[config.mk]
export PLATFORM = sky130hd
export DESIGN_NAME = local_average_pad_v2
export DESIGN_NICKNAME = d
export VERILOG_FILES = /design/src/rtl/local_average_pad_v2.sv
export SDC_FILE = /design/constraint.sdc
export NUM_CORES = 1
export LEC_CHECK = 0
export ABC_AREA = 1
export CORE_UTILIZATION = 40
export DETAILED_ROUTE_END_ITERATION = 12
export PLACE_DENSITY = 0.54
export REMOVE_ABC_BUFFERS = 1
export SLEW_MARGIN = 20
export SYNTH_ARGS = -nofsm -noshare
export SYNTH_HDL_FRONTEND = slang
export SYNTH_HIERARCHICAL = 1
export SYNTH_SLANG_ARGS = --single-unit
[constraint.sdc]
create_clock -name clk -period 9.9 [get_ports clk]
set_input_delay 1.98 -clock clk [delete_from_list [all_inputs] [get_ports clk]]
set_output_delay 1.98 -clock clk [all_outputs]
set_load 0.1 [all_outputs]
[src/rtl/local_average_pad_v2.sv]
`default_nettype none
// ============================================================================
// Module      : local_average_pad_v2 (with helper local_average_pad_v2_fifo)
// Description : Pairs every pixel of a line with a local-average value. The
//               average stream is shorter than the pixel line by 2*RADIUS,
//               so both line ends are padded with an edge value. The output
//               is one {sof, average, pixel} word per pixel, under
//               valid/ready flow control.
// Revision    : 1.0 - initial parametrised release
// ============================================================================

// Show-ahead FIFO with a synchronous flush. The flush can keep a word that
// is written in the same cycle: that word becomes the only entry.
module local_average_pad_v2_fifo #(
    parameter int WIDTH = 8,
    parameter int DEPTH = 32
) (
    input  logic             clk,
    input  logic             reset_n,
    input  logic             i_flush,
    input  logic             i_wr_en,
    input  logic [WIDTH-1:0] i_wr_data,
    input  logic             i_rd_en,
    output logic [WIDTH-1:0] o_rd_data,
    output logic             o_empty,
    output logic             o_wr_drop
);
    localparam int c_AW = $clog2(DEPTH);

    logic [WIDTH-1:0] r_mem [DEPTH];
    logic [c_AW:0]    r_wr_ptr;
    logic [c_AW:0]    r_rd_ptr;
    logic             w_full;
    logic             w_mem_we;
    logic [c_AW-1:0]  w_waddr;

    assign o_empty   = (r_wr_ptr == r_rd_ptr);
    assign w_full    = (r_wr_ptr[c_AW] != r_rd_ptr[c_AW]) &&
                       (r_wr_ptr[c_AW-1:0] == r_rd_ptr[c_AW-1:0]);
    assign o_wr_drop = i_wr_en && w_full && !i_flush;
    assign w_mem_we  = i_wr_en && (i_flush || !w_full);
    assign w_waddr   = i_flush ? '0 : r_wr_ptr[c_AW-1:0];
    assign o_rd_data = r_mem[r_rd_ptr[c_AW-1:0]];

    // Pointer update; a flush restarts both pointers at slot 0.
    always_ff @(posedge clk or negedge reset_n) begin
        if (!reset_n) begin
            r_wr_ptr <= '0;
            r_rd_ptr <= '0;
        end else if (i_flush) begin
            r_rd_ptr <= '0;
            r_wr_ptr <= i_wr_en ? {{c_AW{1'b0}}, 1'b1} : '0;
        end else begin
            if (i_wr_en && !w_full) begin
                r_wr_ptr <= r_wr_ptr + 1'b1;
            end
            if (i_rd_en && !o_empty) begin
                r_rd_ptr <= r_rd_ptr + 1'b1;
            end
        end
    end

    // Storage array; no reset needed since pointers gate every read.
    always_ff @(posedge clk) begin
        if (w_mem_we) begin
            r_mem[w_waddr] <= i_wr_data;
        end
    end
endmodule

module local_average_pad_v2 #(
    parameter int PIX_W       = 8,
    parameter int AVG_W       = 8,
    parameter int RADIUS      = 8,
    parameter int FRAME_WIDTH = 768,
    parameter int FRAME_LINES = 480,
    parameter int EDGE_MODE   = 0,
    parameter int EDGE_CONST  = 0,
    parameter int FIFO_DEPTH  = 32
) (
    input  logic                     clk,
    input  logic                     reset_n,
    input  logic [PIX_W:0]           pixel,
    input  logic                     pixel_valid,
    input  logic [AVG_W-1:0]         local_average,
    input  logic                     local_average_valid,
    input  logic                     out_ready,
    output logic [PIX_W+AVG_W:0]     out_data,
    output logic                     out_valid,
    output logic                     overflow,
    output logic                     sync_error,
    output logic                     frame_done
);
    localparam int c_COL_W  = $clog2(FRAME_WIDTH);
    localparam int c_LINE_W = (FRAME_LINES > 1) ? $clog2(FRAME_LINES) : 1;

    localparam logic [1:0] c_WAIT_SOF = 2'd0;
    localparam logic [1:0] c_LEAD     = 2'd1;
    localparam logic [1:0] c_MID      = 2'd2;
    localparam logic [1:0] c_TRAIL    = 2'd3;
    // With no radius there are no edge beats, so every line starts in MID.
    localparam logic [1:0] c_START    = (RADIUS == 0) ? c_MID : c_LEAD;

    localparam logic [c_COL_W-1:0]  c_COL_LAST  = c_COL_W'(FRAME_WIDTH - 1);
    localparam logic [c_COL_W-1:0]  c_LEAD_LAST = c_COL_W'((RADIUS > 0) ? RADIUS - 1 : 0);
    localparam logic [c_COL_W-1:0]  c_MID_LAST  = c_COL_W'(FRAME_WIDTH - RADIUS - 1);
    localparam logic [c_LINE_W-1:0] c_LINE_LAST = c_LINE_W'(FRAME_LINES - 1);
    localparam logic [AVG_W-1:0]    c_EDGE      = AVG_W'(EDGE_CONST);

    logic [1:0]              r_state;
    logic [c_COL_W-1:0]      r_col;
    logic [c_LINE_W-1:0]     r_line;
    logic [AVG_W-1:0]        r_last_avg;
    logic [PIX_W+AVG_W:0]    r_out_data;
    logic                    r_out_valid;
    logic                    r_out_last;
    logic                    r_overflow;
    logic                    r_sync_error;

    logic [PIX_W:0]          w_pix_head;
    logic [AVG_W-1:0]        w_avg_head;
    logic                    w_pix_empty;
    logic                    w_avg_empty;
    logic                    w_pix_drop;
    logic                    w_avg_drop;
    logic                    w_can_issue;
    logic                    w_pop_avg;
    logic [AVG_W-1:0]        w_beat_avg;
    logic                    w_xfer;
    logic                    w_slot;
    logic                    w_issue_raw;
    logic                    w_issue;
    logic                    w_eol;
    logic                    w_last_line;
    logic                    w_eof;
    logic                    w_sof_in;
    logic                    w_sof_err;
    logic                    w_flush;
    logic                    w_pix_wr;
    logic                    w_avg_wr;

    assign w_xfer      = r_out_valid && out_ready;
    assign w_slot      = !r_out_valid || out_ready;
    assign w_eol       = (r_col == c_COL_LAST);
    assign w_last_line = (r_line == c_LINE_LAST);
    assign w_issue_raw = w_slot && w_can_issue;
    assign w_eof       = w_issue_raw && w_eol && w_last_line;
    assign w_sof_in    = pixel_valid && pixel[PIX_W];
    // An SOF that coincides with the final beat of a frame is a clean start.
    assign w_sof_err   = w_sof_in && (r_state != c_WAIT_SOF) && !w_eof;
    assign w_issue     = w_issue_raw && !w_sof_err;
    assign w_flush     = w_sof_err || w_eof;
    // At end of frame only an incoming SOF pixel survives the flush.
    assign w_pix_wr    = pixel_valid &&
                         (pixel[PIX_W] || ((r_state != c_WAIT_SOF) && !w_eof));
    assign w_avg_wr    = local_average_valid && (r_state != c_WAIT_SOF) &&
                         !w_sof_err && (!w_eof || w_sof_in);

    local_average_pad_v2_fifo #(
        .WIDTH (PIX_W + 1),
        .DEPTH (FIFO_DEPTH)
    ) u_pix_fifo (
        .clk       (clk),
        .reset_n   (reset_n),
        .i_flush   (w_flush),
        .i_wr_en   (w_pix_wr),
        .i_wr_data (pixel),
        .i_rd_en   (w_issue),
        .o_rd_data (w_pix_head),
        .o_empty   (w_pix_empty),
        .o_wr_drop (w_pix_drop)
    );

    local_average_pad_v2_fifo #(
        .WIDTH (AVG_W),
        .DEPTH (FIFO_DEPTH)
    ) u_avg_fifo (
        .clk       (clk),
        .reset_n   (reset_n),
        .i_flush   (w_flush),
        .i_wr_en   (w_avg_wr),
        .i_wr_data (local_average),
        .i_rd_en   (w_issue && w_pop_avg),
        .o_rd_data (w_avg_head),
        .o_empty   (w_avg_empty),
        .o_wr_drop (w_avg_drop)
    );

    // Per-state beat readiness and choice of the average paired with the pixel.
    always_comb begin
        w_can_issue = 1'b0;
        w_pop_avg   = 1'b0;
        w_beat_avg  = '0;
        case (r_state)
            c_LEAD: begin
                w_can_issue = !w_pix_empty && ((EDGE_MODE == 1) || !w_avg_empty);
                w_beat_avg  = (EDGE_MODE == 1) ? c_EDGE : w_avg_head;
            end
            c_MID: begin
                w_can_issue = !w_pix_empty && !w_avg_empty;
                w_pop_avg   = 1'b1;
                w_beat_avg  = w_avg_head;
            end
            c_TRAIL: begin
                w_can_issue = !w_pix_empty;
                w_beat_avg  = (EDGE_MODE == 1) ? c_EDGE : r_last_avg;
            end
            default: begin
                w_can_issue = 1'b0;
            end
        endcase
    end

    // Line/frame sequencing: counters advance as each beat is issued.
    always_ff @(posedge clk or negedge reset_n) begin
        if (!reset_n) begin
            r_state    <= c_WAIT_SOF;
            r_col      <= '0;
            r_line     <= '0;
            r_last_avg <= '0;
        end else begin
            if (w_sof_err || ((r_state == c_WAIT_SOF) && w_sof_in)) begin
                r_state <= c_START;
                r_col   <= '0;
                r_line  <= '0;
            end else if (w_issue) begin
                r_col <= w_eol ? '0 : r_col + 1'b1;
                if (w_eol) begin
                    if (w_last_line) begin
                        r_line  <= '0;
                        r_state <= w_sof_in ? c_START : c_WAIT_SOF;
                    end else begin
                        r_line  <= r_line + 1'b1;
                        r_state <= c_START;
                    end
                end else if ((r_state == c_LEAD) && (r_col == c_LEAD_LAST)) begin
                    r_state <= c_MID;
                end else if ((r_state == c_MID) && (r_col == c_MID_LAST)) begin
                    r_state <= c_TRAIL;
                end
            end
            if (w_issue && w_pop_avg) begin
                r_last_avg <= w_avg_head;
            end
        end
    end

    // Single output register; reloads on the transfer cycle for full rate.
    always_ff @(posedge clk or negedge reset_n) begin
        if (!reset_n) begin
            r_out_data  <= '0;
            r_out_valid <= 1'b0;
            r_out_last  <= 1'b0;
        end else if (w_sof_err) begin
            r_out_valid <= 1'b0;
            r_out_last  <= 1'b0;
        end else if (w_issue) begin
            r_out_data  <= {w_pix_head[PIX_W], w_beat_avg, w_pix_head[PIX_W-1:0]};
            r_out_valid <= 1'b1;
            r_out_last  <= w_eof;
        end else if (w_xfer) begin
            r_out_valid <= 1'b0;
            r_out_last  <= 1'b0;
        end
    end

    // Sticky error flags, cleared only by reset.
    always_ff @(posedge clk or negedge reset_n) begin
        if (!reset_n) begin
            r_overflow   <= 1'b0;
            r_sync_error <= 1'b0;
        end else begin
            r_overflow   <= r_overflow | w_pix_drop | w_avg_drop;
            r_sync_error <= r_sync_error | w_sof_err;
        end
    end

    assign out_data   = r_out_data;
    assign out_valid  = r_out_valid;
    assign overflow   = r_overflow;
    assign sync_error = r_sync_error;
    assign frame_done = r_out_last && w_xfer;
endmodule
`default_nettype wire

Word level (Yosys, flattened, before mapping) --
Memories as Yosys holds them, arrays and structs flattened. A register that Yosys moved wholly into a read port is not among the register bits. Index checks and enable logic that the tools add are counted.
Storage, ports and cells: memories 2, logic and storage cells 137, memory bits (writable) 544, register bits 74, output and inout bits 21
Cells by class: bitwise operators 4, add/subtract/negate cells 6, reduce and logical (&&, ||, !) cells 61, equality and inequality tests 13, multiplexer cells 38
Memories:
- u_pix_fifo.r_mem | depth 32, bits a word 9, read ports 1, clocked after Yosys merged registers in 1, wr ports 1, line 30 | logic [WIDTH-1:0] r_mem [DEPTH];
- u_avg_fifo.r_mem | depth 32, bits a word 8, read ports 1, clocked after Yosys merged registers in 0, wr ports 1, line 30
Operator list (number):
- 2-to-1 mux 6 bit | 8
- 2-to-1 mux 9 bit | 4
- logical AND 1 bit | 31
- 2-to-1 mux 10 bit | 3
- adder 6 x 1 -> 6 bit (second input constant) | 4
- equality test 10 bit (second input constant) | 2
- one-hot mux 8 bit (2 select lines) | 1
- 2-to-1 mux 1 bit | 14
- nonzero test 2 bit | 7
- equality test 6 bit | 2
- adder 10 x 1 -> 10 bit (second input constant) | 1
- equality test 10 x 3 -> 1 bit (second input constant) | 1
- equality test 5 bit | 2
- 2-to-1 mux 2 bit | 5
- 2-to-1 mux 5 bit | 2
- adder 9 x 1 -> 9 bit (second input constant) | 1
- equality test 9 bit (second input constant) | 1
- zero test 1 bit | 9
- logical OR 1 bit | 7
- AND reduction 2 bit | 3
- equality test 2 bit (second input constant) | 2
- nonzero test 4 bit | 1
- bitwise OR 1 bit | 3
- nonzero test 3 bit | 1
- 6 further kinds | 7

Logic depth before layout (Yosys ltp) --
Gate-level depths: netlist (run 1).
depth after elaboration 15, mapped depth 21

Modules after synthesis --
The synthesis (run 1) kept the hierarchy.
By module, submodules not included:
- local_average_pad_v2_fifo (u_pix_fifo) | instances 1, cells each 1187, area an instance 12827.3 um^2
- local_average_pad_v2_fifo (u_avg_fifo) | instances 1, cells each 1083, area an instance 11574.9 um^2
- local_average_pad_v2 | instances 1, cells each 330, area an instance 2690.1 um^2

Worst setup path after synthesis (run 1) --
OpenSTA, ideal clock, no wires.
path kind in2out, start input out_ready, end output frame_done, required time 7.920 ns, setup slack 4.602 ns, arrival time 3.318 ns, stages 2, path buffers 0, cell sequence nand2_1 nor2_1
On the way: longest elaborated chain between the ends 2
Ends and longest elaborated chain:
- start, declared | line 87 | input logic out_ready,
- logical AND 1 bit | line 142 | assign w_xfer = r_out_valid && out_ready;
- logical AND 1 bit | line 282 | assign frame_done = r_out_last && w_xfer;
- end, declared | line 92 | output logic frame_done
No other way between the ends.

Worst setup path after layout (run 1) --
start input pixel[8], end memory u_avg_fifo.r_mem[46][0], in the netlist u_avg_fifo/r_mem[23][0] (enable)
On the way: longest elaborated chain between the ends 9
Ends and longest elaborated chain:
- start, declared | line 83 | input logic [PIX_W:0] pixel,
- logical AND 1 bit (*) | line 148 | assign w_sof_in = pixel_valid && pixel[PIX_W];
- logical AND 1 bit (2 in series) | line 150 | assign w_sof_err = w_sof_in && (r_state != c_WAIT_SOF) && !w_eof;
- zero test 1 bit | line 157 | !w_sof_err && (!w_eof || w_sof_in);
- logical AND 1 bit | line 156 | assign w_avg_wr = local_average_valid && (r_state != c_WAIT_SOF) &&
- logical AND 1 bit (*) | line 157
- named net w_avg_wr | line 140 | logic w_avg_wr;
- logical AND 1 bit (*) | line 41 | assign w_mem_we = i_wr_en && (i_flush || !w_full);
- 2-to-1 mux 1 bit (*) | line 65 | if (w_mem_we) begin
- 2-to-1 mux 1 bit (not written as such) (*) | line 66 | r_mem[w_waddr] <= i_wr_data;
- end, declared | line 30
The timed path passes the listed nets; every way through them passes the cells marked *.

==> flow_summary.toml, run 1 <==
[floorplan]
start_util_pct = 40.4
dieHeight_um = 262
ioPinCount = 43
dieArea_mm2 = 0.0688
rows = 95
core_mm2 = 0.0670
die_w_um = 262

[timing]
finalCriticalPeriod_ns = 5.84
tightest_slew_ns = 1.06
drv_slew = 0
max_slew_margin_pct = 28.8
tns_ns = 0
finalSetupViolCount = 0
fin_crit_sh_pct = 59.0
fmax_mhz = 171
rsz0062_at_grt = "no"
hold_viol = 0
fin_skew_ns = 0.0472
fin_hold_ws_ns = 0.473

[clock_tree]
htree_levels = 3
root_buffer = "clkbuf_16"
cts_buffers = 69
cts_setup_buffers = 0
cts_resized = 0
clockBufferDepth = 3
cts.reportedPaths.clkPinSlew_ns = 0.06
clk-insertion-delay-late_ns = 0.62
clkSinkCount = 618
cts_tree = "built"
cts_hold_buf = 0

[synthesis]
synth-main-ff-cell = "edfxtp_1"
synthCells = 2600
syn-cell-area_mm2 = 0.0271
synth_top_cell_by_area = "edfxtp_1"
ys_ff_latch = 618
yosysSeqAreaShare_pct = 67.1
synth-edff-count = 544
async_flop_share_pct = 12.0
synth.top_cell.area_share_pct = 60.3
yosys-top-cells-area = "edfxtp_1, nand2_1, nand3_1, dfrtp_1, nor2_1"
yosysWarnings = 6
syn_avg_cell_area_um2 = 10.4
ys_types = 43

[worst_setup_path]
cp-endpoint = "u_avg_fifo/r_mem[23][0]"
cp_slowest_stage_delay_ns = 0.92
critPathCaptureType = "flip-flop"
path_max_fanout = 34
crit_arrival_ns = 6.03
crit_path_start = "pixel[8]"
reg2reg_depth = 17
worstPathRequired_ns = 10.09
critPathLaunchType = "input port"
rrSetupSlack_ns = 4.15
r2r_end = "u_avg_fifo/r_mem[23][0]"
critical-path-slowest-cell = "nor3_1"
crit_path_cell_trace = "clkdlybuf4s50_1 -> buf_4 -> nand2_1 -> nand2_1 -> nor3_1 -> nor3_1 -> inv_1 -> nor4_1 -> nand2_1 -> nor3_1"
r2r-start = "u_pix_fifo/r_rd_ptr[3]"
crit_type = "input port to flip-flop"

[global_routing]
grt_pass1_wl_um = 108000
grt_pass1_vias = 17900
overflow = 0
grt_max_degree = 98
antenna_found_initial = 0
grt_use_total_pct = 20.6

[detailed_routing]
first_pass_iters = 5
wl_met3_um = 3530
wl_per_cell_um = 20.2
drcViolationCount = 0
drt_iter0_drc = 1532
top_layer = "met4"
met1_length_um = 31300
wl_met2_um = 34300
vias = 18500
viasPerCell = 5.25
detail-route-antenna-nets = 0
wl_um = 71200

[min_path]
hold_depth = 2
hp-class = "flip-flop to flip-flop"

[power]
internal_power_w = 0.00488
switching_share_pct = 34.4
clockPowerShare_pct = 34.0
finalPower_w = 0.00745
powerDensity_mw_per_mm2 = 247
power_leakage_nw = 11.4
ir_worst_vdd_v = 0.000150
p_switching_w = 0.00256
pwr-share-seq_pct = 41.1
pwr-share-comb_pct = 24.8

[layout]
final_layout_size_suffix_gt1_share_pct = 8.31
layout_common_cells = "nand2_1, edfxtp_1, nand3_1, nor2_1"
layout_commonest_cell = "nand2_1"
stdcell_count = 3520
synthToLayoutAreaGrowth_pct = 11.4
finalNetCount = 2626

[place]
place.gp.congestion = 0.848
dp_hpwl_um = 43500
port_buffers = 42
dp_cells = 3396

[run_status]
outcome = "completed"

[run]
timing.max_cap.violations = 0
==> cell usage after synthesis, types with 4 or more instances <==
cell,n
a21oi_1,14
nand3_1,461
buf_1,12
ha_1,10
nand4_1,17
a22o_1,8
xor2_1,9
buf_6,6
nand2_4,4
inv_1,71
nor3b_1,4
dfrtp_1,74
inv_2,12
o21ai_1,4
o21ai_0,22
o21ai_2,8
clkbuf_1,24
nand3_2,6
buf_4,30
nor3_1,15
nor2_4,4
edfxtp_1,544
nor2_1,126
nor2_2,19
nand2_1,999
buf_2,64
nand2_2,10
==> area by class of cell <==
class / instances / area, um2
fill: 6238 / 36900
sequential: 618 / 18200
multi-input combinational: 1758 / 7810
clock buffer: 81 / 1800
tap: 873 / 1090
timing repair buffer: 62 / 498
clock inverter: 42 / 449
inverter: 85 / 323
antenna: 1 / 2.50
==> state kept, by name, summed over array words and instances (netlist names) <==
name,count
out_data,17
out_valid,1
overflow,1
r_col,10
r_last_avg,8
r_line,9
r_out_last,1
r_state,2
sync_error,1
u_avg_fifo/r_mem,256
u_avg_fifo/r_rd_ptr,6
u_avg_fifo/r_wr_ptr,6
u_pix_fifo/r_mem,288
u_pix_fifo/r_rd_ptr,6
u_pix_fifo/r_wr_ptr,6
==> worst max-delay path: cells and delay by family <==
kind	cells	cell delay (ns)
simple gates	7	2.93
buf+inv	3	1.07
==> power by group through the flow <==
stage | logic [W] | registers (W) | clock network [W]
after floorplan | 0.000902 | 0.00341 | 0
after global placement | 0.00184 | 0.00311 | 0
after detailed placement | 0.00185 | 0.00312 | 0
after CTS | 0.00185 | 0.00306 | 0.00258
after global routing | 0.00201 | 0.00308 | 0.00269
final | 0.00185 | 0.00306 | 0.00253
==> worst min-delay path by stage <==
stage	from	end
2_1_floorplan	r_last_avg[0]	r_last_avg[0]
3_3_place_gp	r_last_avg[1]	r_last_avg[1]
3_5_place_dp	r_last_avg[1]	r_last_avg[1]
4_1_cts	r_last_avg[5]	r_last_avg[5]
5_1_grt	out_data[4]	out_data[4]
6_report	r_last_avg[4]	r_last_avg[4]
==> layer usage <==
metal / vias up / GRT usage (%)
li1: 8827 / -
met1: 8991 / 27.8
met2: 551 / 34.3
met3: 121 / 2.88
met4: 0 / 7.11
met5: - / 0
==> metrics by stage <==
step | utilization [%] | area [um2] | worst slack, ns
2_1_floorplan | - | 26300 | 2.53
3_3_place_gp | 41.6 | 27900 | 3.43
3_5_place_dp | 41.6 | 27900 | 3.39
4_1_cts | 45.0 | 30200 | 4.01
5_1_grt | 45.0 | 30200 | 3.68
6_report | 45.0 | 30200 | 4.06
==> cell families (layout without fill, tap and decap cells) <==
logic type / Yosys count / after routing / synth area share [%]
flops: 618 / 618 / 67.1
buf+inv: 224 / 270 / 4.15
xor+xnor: 11 / 11 / 0.356
other cells: 0 / 1 / 0
simple gates: 1678 / 1678 / 26.6
compound gates: 59 / 59 / 1.34
fa+ha+maj: 10 / 10 / 0.462
No activity file was read; power rests on OpenSTA's default activity.
==> run 2: changes to the inputs <==
PLACE_DENSITY = 0.56   (was 0.54)
clock period = 4.75 ns   (was 9.9 ns; I/O delays follow)
==> flow_summary.toml, run 2 (synthesized netlist as in run 1, its figures left out) <==
[place]
port_buffers = 42
dp_hpwl_um = 43700
place.gp.congestion = 0.869

[timing]
finalCriticalPeriod_ns = 4.14
drv_slew = 0
tightest_slew_ns = 1.08
fin_skew_ns = 0.0451
hold_viol = 0
fin_crit_sh_pct = 87.1
fmax_mhz = 242
finalSetupViolCount = 0
rsz0062_at_grt = "no"
max_slew_margin_pct = 27.8
fin_hold_ws_ns = 0.471

[min_path]
min_delay_worst_endpoint = "r_last_avg[3]"
hold_depth = 2
hp-class = "flip-flop to flip-flop"
holdCritStartpoint = "r_last_avg[3]"

[floorplan]
core_mm2 = 0.0670
dieHeight_um = 262
ioPinCount = 43
rows = 95
dieArea_mm2 = 0.0688
start_util_pct = 40.4
die_w_um = 262

[global_routing]
grt_pass1_vias = 18400
grt_max_degree = 94
grt_use_total_pct = 20.7
grt_pass1_wl_um = 109000
antenna_found_initial = 0
overflow = 0

[detailed_routing]
vias = 18900
wl_per_cell_um = 20.1
detail-route-antenna-nets = 0
first_pass_iters = 6
drt_iter0_drc = 2014
drcViolationCount = 0
wl_um = 71300
viasPerCell = 5.34

[clock_tree]
cts_resized = 0
cts_setup_buffers = 0
cts_buffers = 68
clockBufferDepth = 3
root_buffer = "clkbuf_16"
cts_hold_buf = 0
cts_tree = "built"
htree_levels = 3
clkSinkCount = 618
cts.reportedPaths.clkPinSlew_ns = 0.06
clk-insertion-delay-late_ns = 0.62

[power]
power_leakage_nw = 11.5
ir_worst_vdd_v = 0.000346
finalPower_w = 0.0155
powerDensity_mw_per_mm2 = 513

[layout]
regMostFlops = "u_pix_fifo/r_mem"
layout_commonest_cell = "nand2_1"
synthToLayoutAreaGrowth_pct = 11.8
final_layout_size_suffix_gt1_share_pct = 8.96
antenna_cells = 0
layout_common_cells = "nand2_1, edfxtp_1, nand3_1, nor2_1"
largest_reg_flops = 288
nFillCells = 6253
finalNetCount = 2648

[worst_setup_path]
crit_arrival_ns = 4.38
critPathLaunchType = "flip-flop"
crit_type = "flip-flop to flip-flop"
r2r-start = "u_pix_fifo/r_rd_ptr[4]"
path_max_fanout = 24
worstPathRequired_ns = 4.99
rrSetupSlack_ns = 0.61
critPathCaptureType = "flip-flop"
reg2reg_depth = 16
r2r_end = "u_avg_fifo/r_mem[0][0]"

[run]
timing.max_cap.violations = 0

[run_status]
outcome = "completed"
-- run 2: cell count changes in the layout (fill, tap and decap cells not counted), sizes merged --
cell and change:
inv +1, diode -1, buf +26, clkbuf -2
clkdlybuf4s50 -3
-- run 2: worst max-delay path, stage by stage, from the launching register on --
cell and delay [ns]:
dfrtp_1 0.51, inv_1 0.31, nand2_1 0.08, nand2_1 0.11, nor2_1 0.07, nand3_2 0.12
inv_1 0.05, nor2_1 0.17, o21ai_1 0.14, nor2_4 0.13, nand3_4 0.12, o21ai_2 0.21
buf_4 0.34, inv_1 0.29, nand3_2 0.20, nand2_4 0.28, nor2_1 0.62
-- run 2: worst max-delay path by stage --
stage / start / endpoint / slack (ns)
2_1_floorplan: u_avg_fifo/r_rd_ptr[0] / u_pix_fifo/r_mem[11][0] / -2.62
3_3_place_gp: out_ready / u_avg_fifo/r_mem[0][6] / 0.56
3_5_place_dp: out_ready / u_avg_fifo/r_mem[9][2] / 0.49
6_report: u_pix_fifo/r_rd_ptr[4] / u_avg_fifo/r_mem[0][0] / 0.61
4_1_cts: u_pix_fifo/r_rd_ptr[4] / u_avg_fifo/r_mem[9][2] / 0.59
5_1_grt: u_pix_fifo/r_rd_ptr[4] / u_avg_fifo/r_mem[29][0] / 0.23
-- run 2: layer usage --
metal | share of wire [%] | track usage, % | up-vias | wire length, um
met1 | 46 | 30.4 | 9248 | 32700
li1 | - | - | 8871 | -
met2 | 45 | 32.0 | 686 | 32200
met4 | 2.1 | 5.44 | 0 | 1460
met3 | 6.8 | 3.44 | 104 | 4870
met5 | 0 | 0 | - | 0
-- run 2: area by class of cell --
cell class | count | area [um2] | area share, %
clock buffers | 79 | 1770 | 5.86
multi-input cells | 1758 | 7780 | 25.7
inverters | 85 | 323 | 1.07
well taps | 873 | 1090 | 3.61
flip-flops and latches | 618 | 18200 | 60.1
clock inverters | 43 | 447 | 1.47
repair buffers | 85 | 671 | 2.21
-- run 2: stage by stage --
step | cells | setup TNS, ns | setup WS, ns | area (um2) | util (%)
after global placement | 3419 | 0 | 0.562 | 28100 | 41.9
after CTS | 3541 | 0 | 0.592 | 30300 | 45.2
after global routing | 3541 | 0 | 0.226 | 30300 | 45.2
after floorplan | 2461 | -1320.09 | -2.62 | 26300 | -
after detailed placement | 3419 | 0 | 0.487 | 28100 | 41.9
final | 3541 | 0 | 0.612 | 30300 | 45.2
-- run 2: power by group --
group | switching (W) | internal, W | total [W]
Clock | 0.00219 | 0.00304 | 0.00523
Sequential | 0.000181 | 0.00618 | 0.00636
Combinational | 0.00297 | 0.000975 | 0.00394
Total | 0.00534 | 0.0102 | 0.0155
